**src/rtl/cordic_pkg.sv**
```systemverilog
// rtl/cordic_pkg.sv - shared constants and state encoding for the CORDIC front-end
package cordic_pkg;

   localparam logic [3:0] FUNC_COSH = 4'd4;
   localparam logic [3:0] FUNC_SINH = 4'd5;
   localparam logic [3:0] FUNC_IDLE = 4'hF;

   localparam int CORDIC_LATENCY = 17;

   typedef logic [2:0] state_t;

   localparam state_t ST_FLUSH = 3'd0;
   localparam state_t ST_IDLE  = 3'd1;
   localparam state_t ST_START = 3'd2;
   localparam state_t ST_WAIT  = 3'd3;
   localparam state_t ST_RESP  = 3'd4;

endpackage

```
**src/rtl/cordic_lat_counter.sv**
```systemverilog
// rtl/cordic_lat_counter.sv - loadable down-counter with zero flag
// Saturates at zero so the owner can sit on the zero flag for a cycle.
module cordic_lat_counter import cordic_pkg::*; #(
   parameter int               WIDTH     = 5,
   parameter logic [WIDTH-1:0] RESET_VAL = '0
) (
   input  logic             clk,
   input  logic             rst_n,
   input  logic             load,
   input  logic [WIDTH-1:0] load_val,
   input  logic             dec,
   output logic             zero
);

   logic [WIDTH-1:0] count;

   always_ff @(posedge clk or negedge rst_n) begin
      if (!rst_n) begin
         count <= RESET_VAL;
      end else if (load) begin
         count <= load_val;
      end else if (dec && (count != '0)) begin
         count <= count - WIDTH'(1);
      end
   end

   assign zero = (count == '0);

endmodule

```
**src/rtl/cordic_op_sequencer.sv**
```systemverilog
// rtl/cordic_op_sequencer.sv - issues one CORDIC operation at a time and returns the sampled result
// FLUSH after reset lets a possibly still-iterating unit finish before it can be started again.
module cordic_op_sequencer import cordic_pkg::*; #(
   parameter int          LATENCY   = CORDIC_LATENCY,
   parameter logic [15:0] FUNC_MASK = 16'h0030,
   parameter logic [3:0]  IDLE_FUNC = FUNC_IDLE
) (
   input  logic        clk,
   input  logic        rst_n,
   input  logic        req_valid,
   output logic        req_ready,
   input  logic [3:0]  req_func,
   input  logic [15:0] req_arg,
   output logic        rsp_valid,
   input  logic        rsp_ready,
   output logic [31:0] rsp_data,
   output logic [3:0]  rsp_func,
   output logic        rsp_err,
   output logic        unit_st,
   output logic [15:0] unit_z0,
   output logic [3:0]  unit_func,
   input  logic [31:0] unit_result
);

   localparam int            CW       = $clog2(LATENCY + 1);
   localparam logic [CW-1:0] LAT_FULL = CW'(LATENCY);
   localparam logic [CW-1:0] LAT_LOAD = CW'(LATENCY - 1);

   generate
      if (LATENCY < 2) begin : g_bad_latency
         $error("cordic_op_sequencer: LATENCY must be at least 2");
      end
   endgenerate

   state_t      state;
   state_t      state_nxt;
   logic [3:0]  func_q;
   logic [15:0] arg_q;
   logic [31:0] data_q;
   logic        err_q;
   logic        cnt_zero;
   logic        supported;

   assign supported = FUNC_MASK[req_func];

   always_comb begin
      state_nxt = state;
      case (state)
         ST_FLUSH: if (cnt_zero) state_nxt = ST_IDLE;
         ST_IDLE:  if (req_valid) state_nxt = supported ? ST_START : ST_RESP;
         ST_START: state_nxt = ST_WAIT;
         ST_WAIT:  if (cnt_zero) state_nxt = ST_RESP;
         ST_RESP:  if (rsp_ready) state_nxt = ST_IDLE;
         default:  state_nxt = ST_FLUSH;
      endcase
   end

   always_ff @(posedge clk or negedge rst_n) begin
      if (!rst_n) begin
         state <= ST_FLUSH;
      end else begin
         state <= state_nxt;
      end
   end

   // Unsupported codes skip the unit entirely and answer with an error at once.
   always_ff @(posedge clk or negedge rst_n) begin
      if (!rst_n) begin
         func_q <= 4'd0;
         arg_q  <= 16'd0;
         data_q <= 32'd0;
         err_q  <= 1'b0;
      end else begin
         if ((state == ST_IDLE) && req_valid) begin
            func_q <= req_func;
            if (supported) begin
               arg_q <= req_arg;
            end else begin
               data_q <= 32'd0;
               err_q  <= 1'b1;
            end
         end
         if ((state == ST_WAIT) && cnt_zero) begin
            data_q <= unit_result;
            err_q  <= 1'b0;
         end
      end
   end

   cordic_lat_counter #(
      .WIDTH     (CW),
      .RESET_VAL (LAT_FULL)
   ) u_lat_counter (
      .clk      (clk),
      .rst_n    (rst_n),
      .load     (state == ST_START),
      .load_val (LAT_LOAD),
      .dec      ((state == ST_FLUSH) || (state == ST_WAIT)),
      .zero     (cnt_zero)
   );

   assign req_ready = (state == ST_IDLE);
   assign rsp_valid = (state == ST_RESP);
   assign rsp_data  = data_q;
   assign rsp_func  = func_q;
   assign rsp_err   = err_q;
   assign unit_st   = (state == ST_START);
   assign unit_z0   = arg_q;
   assign unit_func = ((state == ST_FLUSH) || (state == ST_IDLE)) ? IDLE_FUNC : func_q;

endmodule

```
**config.mk**
```make
export PLATFORM = sky130hd
export DESIGN_NAME = cordic_op_sequencer
export DESIGN_NICKNAME = d
export VERILOG_FILES = /design/src/rtl/cordic_pkg.sv /design/src/rtl/cordic_lat_counter.sv /design/src/rtl/cordic_op_sequencer.sv
export SDC_FILE = /design/constraint.sdc
export NUM_CORES = 1
export LEC_CHECK = 0
export ABC_AREA = 1
export BUFFER_PORTS_ARGS = -buffer_cell sky130_fd_sc_hd__buf_4
export CORE_MARGIN = 5
export CORE_UTILIZATION = 42
export DETAILED_ROUTE_END_ITERATION = 7
export PLACE_DENSITY_LB_ADDON = 0.25
export SLEW_MARGIN = 10
export SYNTH_ARGS = -nofsm -noshare
export SYNTH_HDL_FRONTEND = slang
export SYNTH_SLANG_ARGS = --single-unit
export TNS_END_PERCENT = 30
```
**constraint.sdc**
```tcl
create_clock -name clk -period 1.4 [get_ports clk]
set_input_delay 0.14 -clock clk [delete_from_list [all_inputs] [get_ports clk]]
set_output_delay 0.14 -clock clk [all_outputs]
set_load 0.05 [all_outputs]
```
==> flow_summary_export.csv <==
group,metric,value,unit
setup_path,path_class,"reg2out",
floorplan,die_h,88.8,µm
timing,hold_slack,10.5,ps
setup_path,critPathMaxFanout,5,
logic_synthesis,synth_edf_count,0,
clock_tree,cts_buffers,9,
setup_path,start_kind,"flop",
grt,grt_max_degree,62,
finish,antenna_cells,0,
pwr,p_int,5090,µW
setup_path,timing.rr.end,"unit_z0[4]$_DFFE_PN0P_",
timing,setup_viol,3,
timing,drv_slew,0,
logic_synthesis,synth_most_common_cell,"nand2_1",
logic_synthesis,syn_nets,363,
pwr,fin_total_pwr,9470,µW
logic_synthesis,yosys.area.top_type,"dfrtp_1",
timing,final_hold_viol_count,0,
logic_synthesis,async_reset_ff_share,100,%
timing,worst_pin_slew,596,ps
finish,nFillCells,469,
logic_synthesis,yosysTopAreaCellShare,56.6,%
grt,grt_pass1_vias,2418,
grt,track_usage,18.7,%
hold_path,holdPathEnd,"rsp_data[8]$_DFFE_PN0P_",
timing,max_freq,0.700,GHz
clock_tree,cts.path.max_buffers,2,
finish,layout.nets,505,
setup_path,cp_data_arrival_time,1290,ps
logic_synthesis,ys_ff_latch,61,
logic_synthesis,yosysWarnings,0,
finish,multiInputGateArea,0.00109,mm²
pwr,peakVddDrop,1.70,mV
logic_synthesis,synth.distinct_cells,21,
pwr,switchingPower,4380,µW
setup_path,rr_worst_depth,7,
floorplan,core_region_area,0.00599,mm²
hold_path,hold_depth,3,
logic_synthesis,synth_top_flop_cell,"dfrtp_1",
logic_synthesis,synth_area,0.00261,mm²
routing,drt_wl_total,7500,µm
routing,drtIter0Drc,115,
timing,fin_ws,-27.7,ps
pwr,leakage,0.00233,µW
timing,rsz0062_at_grt,"true",
clock_tree,clock_sinks,61,
floorplan,start_util,43.5,%
finish,area_growth,61.9,%
hold_path,worstHoldPathType,"in2reg",
clock_tree,clockRootBuffer,"clkbuf_8",
logic_synthesis,synth_seq_area_share,58.6,%
grt,antenna_found_initial,0,
setup_path,reg2reg_setup_slack,0,ps
routing,drc_errors,0,
place,gp_congestion,0.876,
place,hpwl,4900,µm
finish,drive_gt1_share,43.9,%
clock_tree,insertion_delay,330,ps
hold_path,min-delay-start,"unit_result[8]",
timing,slew_headroom,60.3,%
clock_tree,clk_pin_slew,70,ps
timing,layout_min_cycle_time,1430,ps
timing,period_share,102,%
place,port_buffers,115,
outcome,violations,"setup timing",
setup_path,cp-end-kind,"primary output",
grt,overflow,0,
pwr,combPwrFrac,54.3,%
place,dpl_worst_slack,-41.7,ps
pwr,clkPwrFrac,17.3,%
logic_synthesis,synth_common_cells,"123 x nand2_1, 60 x nand3_1, 59 x dfrtp_1",
clock_tree,h-tree-depth,3,
pwr,pwr-share-seq,28.4,%
pwr,swShare,46.3,%
logic_synthesis,synthTopCellsByArea,"dfrtp_1 57%, nand2_1 18%, nand3_1 12%",
routing,ant_nets,0,
outcome,status,"complete, but fails checks",
logic_synthesis,avgSynthCellArea,8.52,µm²
floorplan,rows,28,
finish,seq_area,0.00153,mm²
setup_path,r2r_start,"state[2]$_DFFE_PN0P_",
pwr,p_per_area,2240,mW/mm²
routing,vias,2591,
routing,viasPerCell,4.91,
floorplan,die_w,88.8,µm
floorplan,dieArea,0.00788,mm²
routing,wl_per_cell,14.2,µm
setup_path,worstPathRequired,1260,ps
floorplan,pin_count,116,
timing,clock_skew,9.68,ps
clock_tree,cts_tree,"yes",
finish,fin_util,70.5,%
run,drv_cap,0,
grt,grt_pass1_wl,11500,µm
routing,dr.pass1.iters,4,
logic_synthesis,synthCells,306,
per-layer routing:
metal | wire, µm | track usage (%)
met5 | 0 | 0
met3 | 566 | 4.84
met4 | 74 | 7.14
met1 | 3060 | 24.4
met2 | 3800 | 29.9
worst max path at each step:
stage / from / slack (ps) / end
final: state[0]$_DFFE_PN0P_ / -30 / unit_st
after global routing: state[1]$_DFFE_PN0P_ / -90 / rsp_valid
after CTS: state[1]$_DFFE_PN0P_ / -30 / rsp_valid
after detailed placement: u_lat_counter.count[1]$_DFFE_PN0P_ / -40 / rsp_data[13]$_DFFE_PN0P_
after global placement: u_lat_counter.count[1]$_DFFE_PN0P_ / 20 / rsp_data[2]$_DFFE_PN0P_
after floorplan: state[0]$_DFFE_PN0P_ / -40 / u_lat_counter.count[3]$_DFFE_PN0P_
cell type report:
type	instances	share of cell area (%)
Clock buffer	13	4.00
Clock inverter	3	1.01
Inverter	20	1.84
Multi-Input combinational cell	211	25.8
Sequential cell	61	36.3
Tap cell	75	2.22
Timing Repair Buffer	145	28.8
critical path: stages (launching register included):
cell	delay (ps)
dfrtp_2	470
inv_1	140
nand3_2	110
inv_2	80
buf_6	150
cells by family after synthesis:
family | after synthesis | synth area share (%)
AOI/OAI and AO/OA | 8 | 1.68
xor gates and xnor gates | 1 | 0.336
adders and majority gates | 1 | 0.480
buffers and inverters | 35 | 5.81
DFF | 61 | 58.6
and+or+nand+nor | 200 | 33.1
placed cells by master, fill, tap and decap left out:
cell type / count
inv_2: 5
dlygate4sd3_1: 3
a21oi_1: 2
a21oi_2: 1
buf_6: 6
clkinv_2: 1
inv_4: 1
nor2_2: 3
dfstp_2: 2
nand2_4: 4
nor3_4: 2
nand3_4: 1
buf_4: 127
clkbuf_8: 12
clkbuf_16: 1
dfrtp_1: 56
or2_4: 1
inv_1: 14
nand3_2: 4
o21ai_0: 5
ha_4: 1
nand2_1: 110
nand3_1: 55
nor2_4: 2
nor2_1: 3
dfrtp_2: 3
nand2_8: 2
nand4_1: 4
buf_12: 4
nand2_2: 10
xor2_1: 1
bufinv_16: 1
buf_8: 4
clkinvlp_4: 1
clkbuf_1: 1
state kept, by name, indices dropped and copies added (netlist names):
register / count
state: 3
rsp_err: 1
rsp_func: 4
rsp_data: 32
u_lat_counter.count: 5
unit_z0: 16
repair_timing:
action	4_1_cts	5_1_grt
gates cloned	0	2
gates resized for setup	22	31
setup endpoints to repair	50	62
buffers inserted	9	2
pin swaps	4	7
hold buffers	3	0
hold endpoints to repair	61	0
metrics by stage:
stage / setup TNS, ps / cell area (µm²) / cells
2_1_floorplan: -301 / 2630 / 306
3_3_place_gp: 0 / 3680 / 497
3_5_place_dp: -756 / 3680 / 497
4_1_cts: -34.9 / 4060 / 524
5_1_grt: -3160 / 4220 / 528
6_report: -55.9 / 4220 / 528
power groups by stage:
stage	combinational (µW)	sequential, µW	clock [µW]
2_1_floorplan	1590	3970	0
3_3_place_gp	4350	2640	0
3_5_place_dp	4440	2640	0
4_1_cts	4800	2620	1670
5_1_grt	5470	2750	1790
6_report	5140	2690	1640
Power figures use the tool's default switching activity.
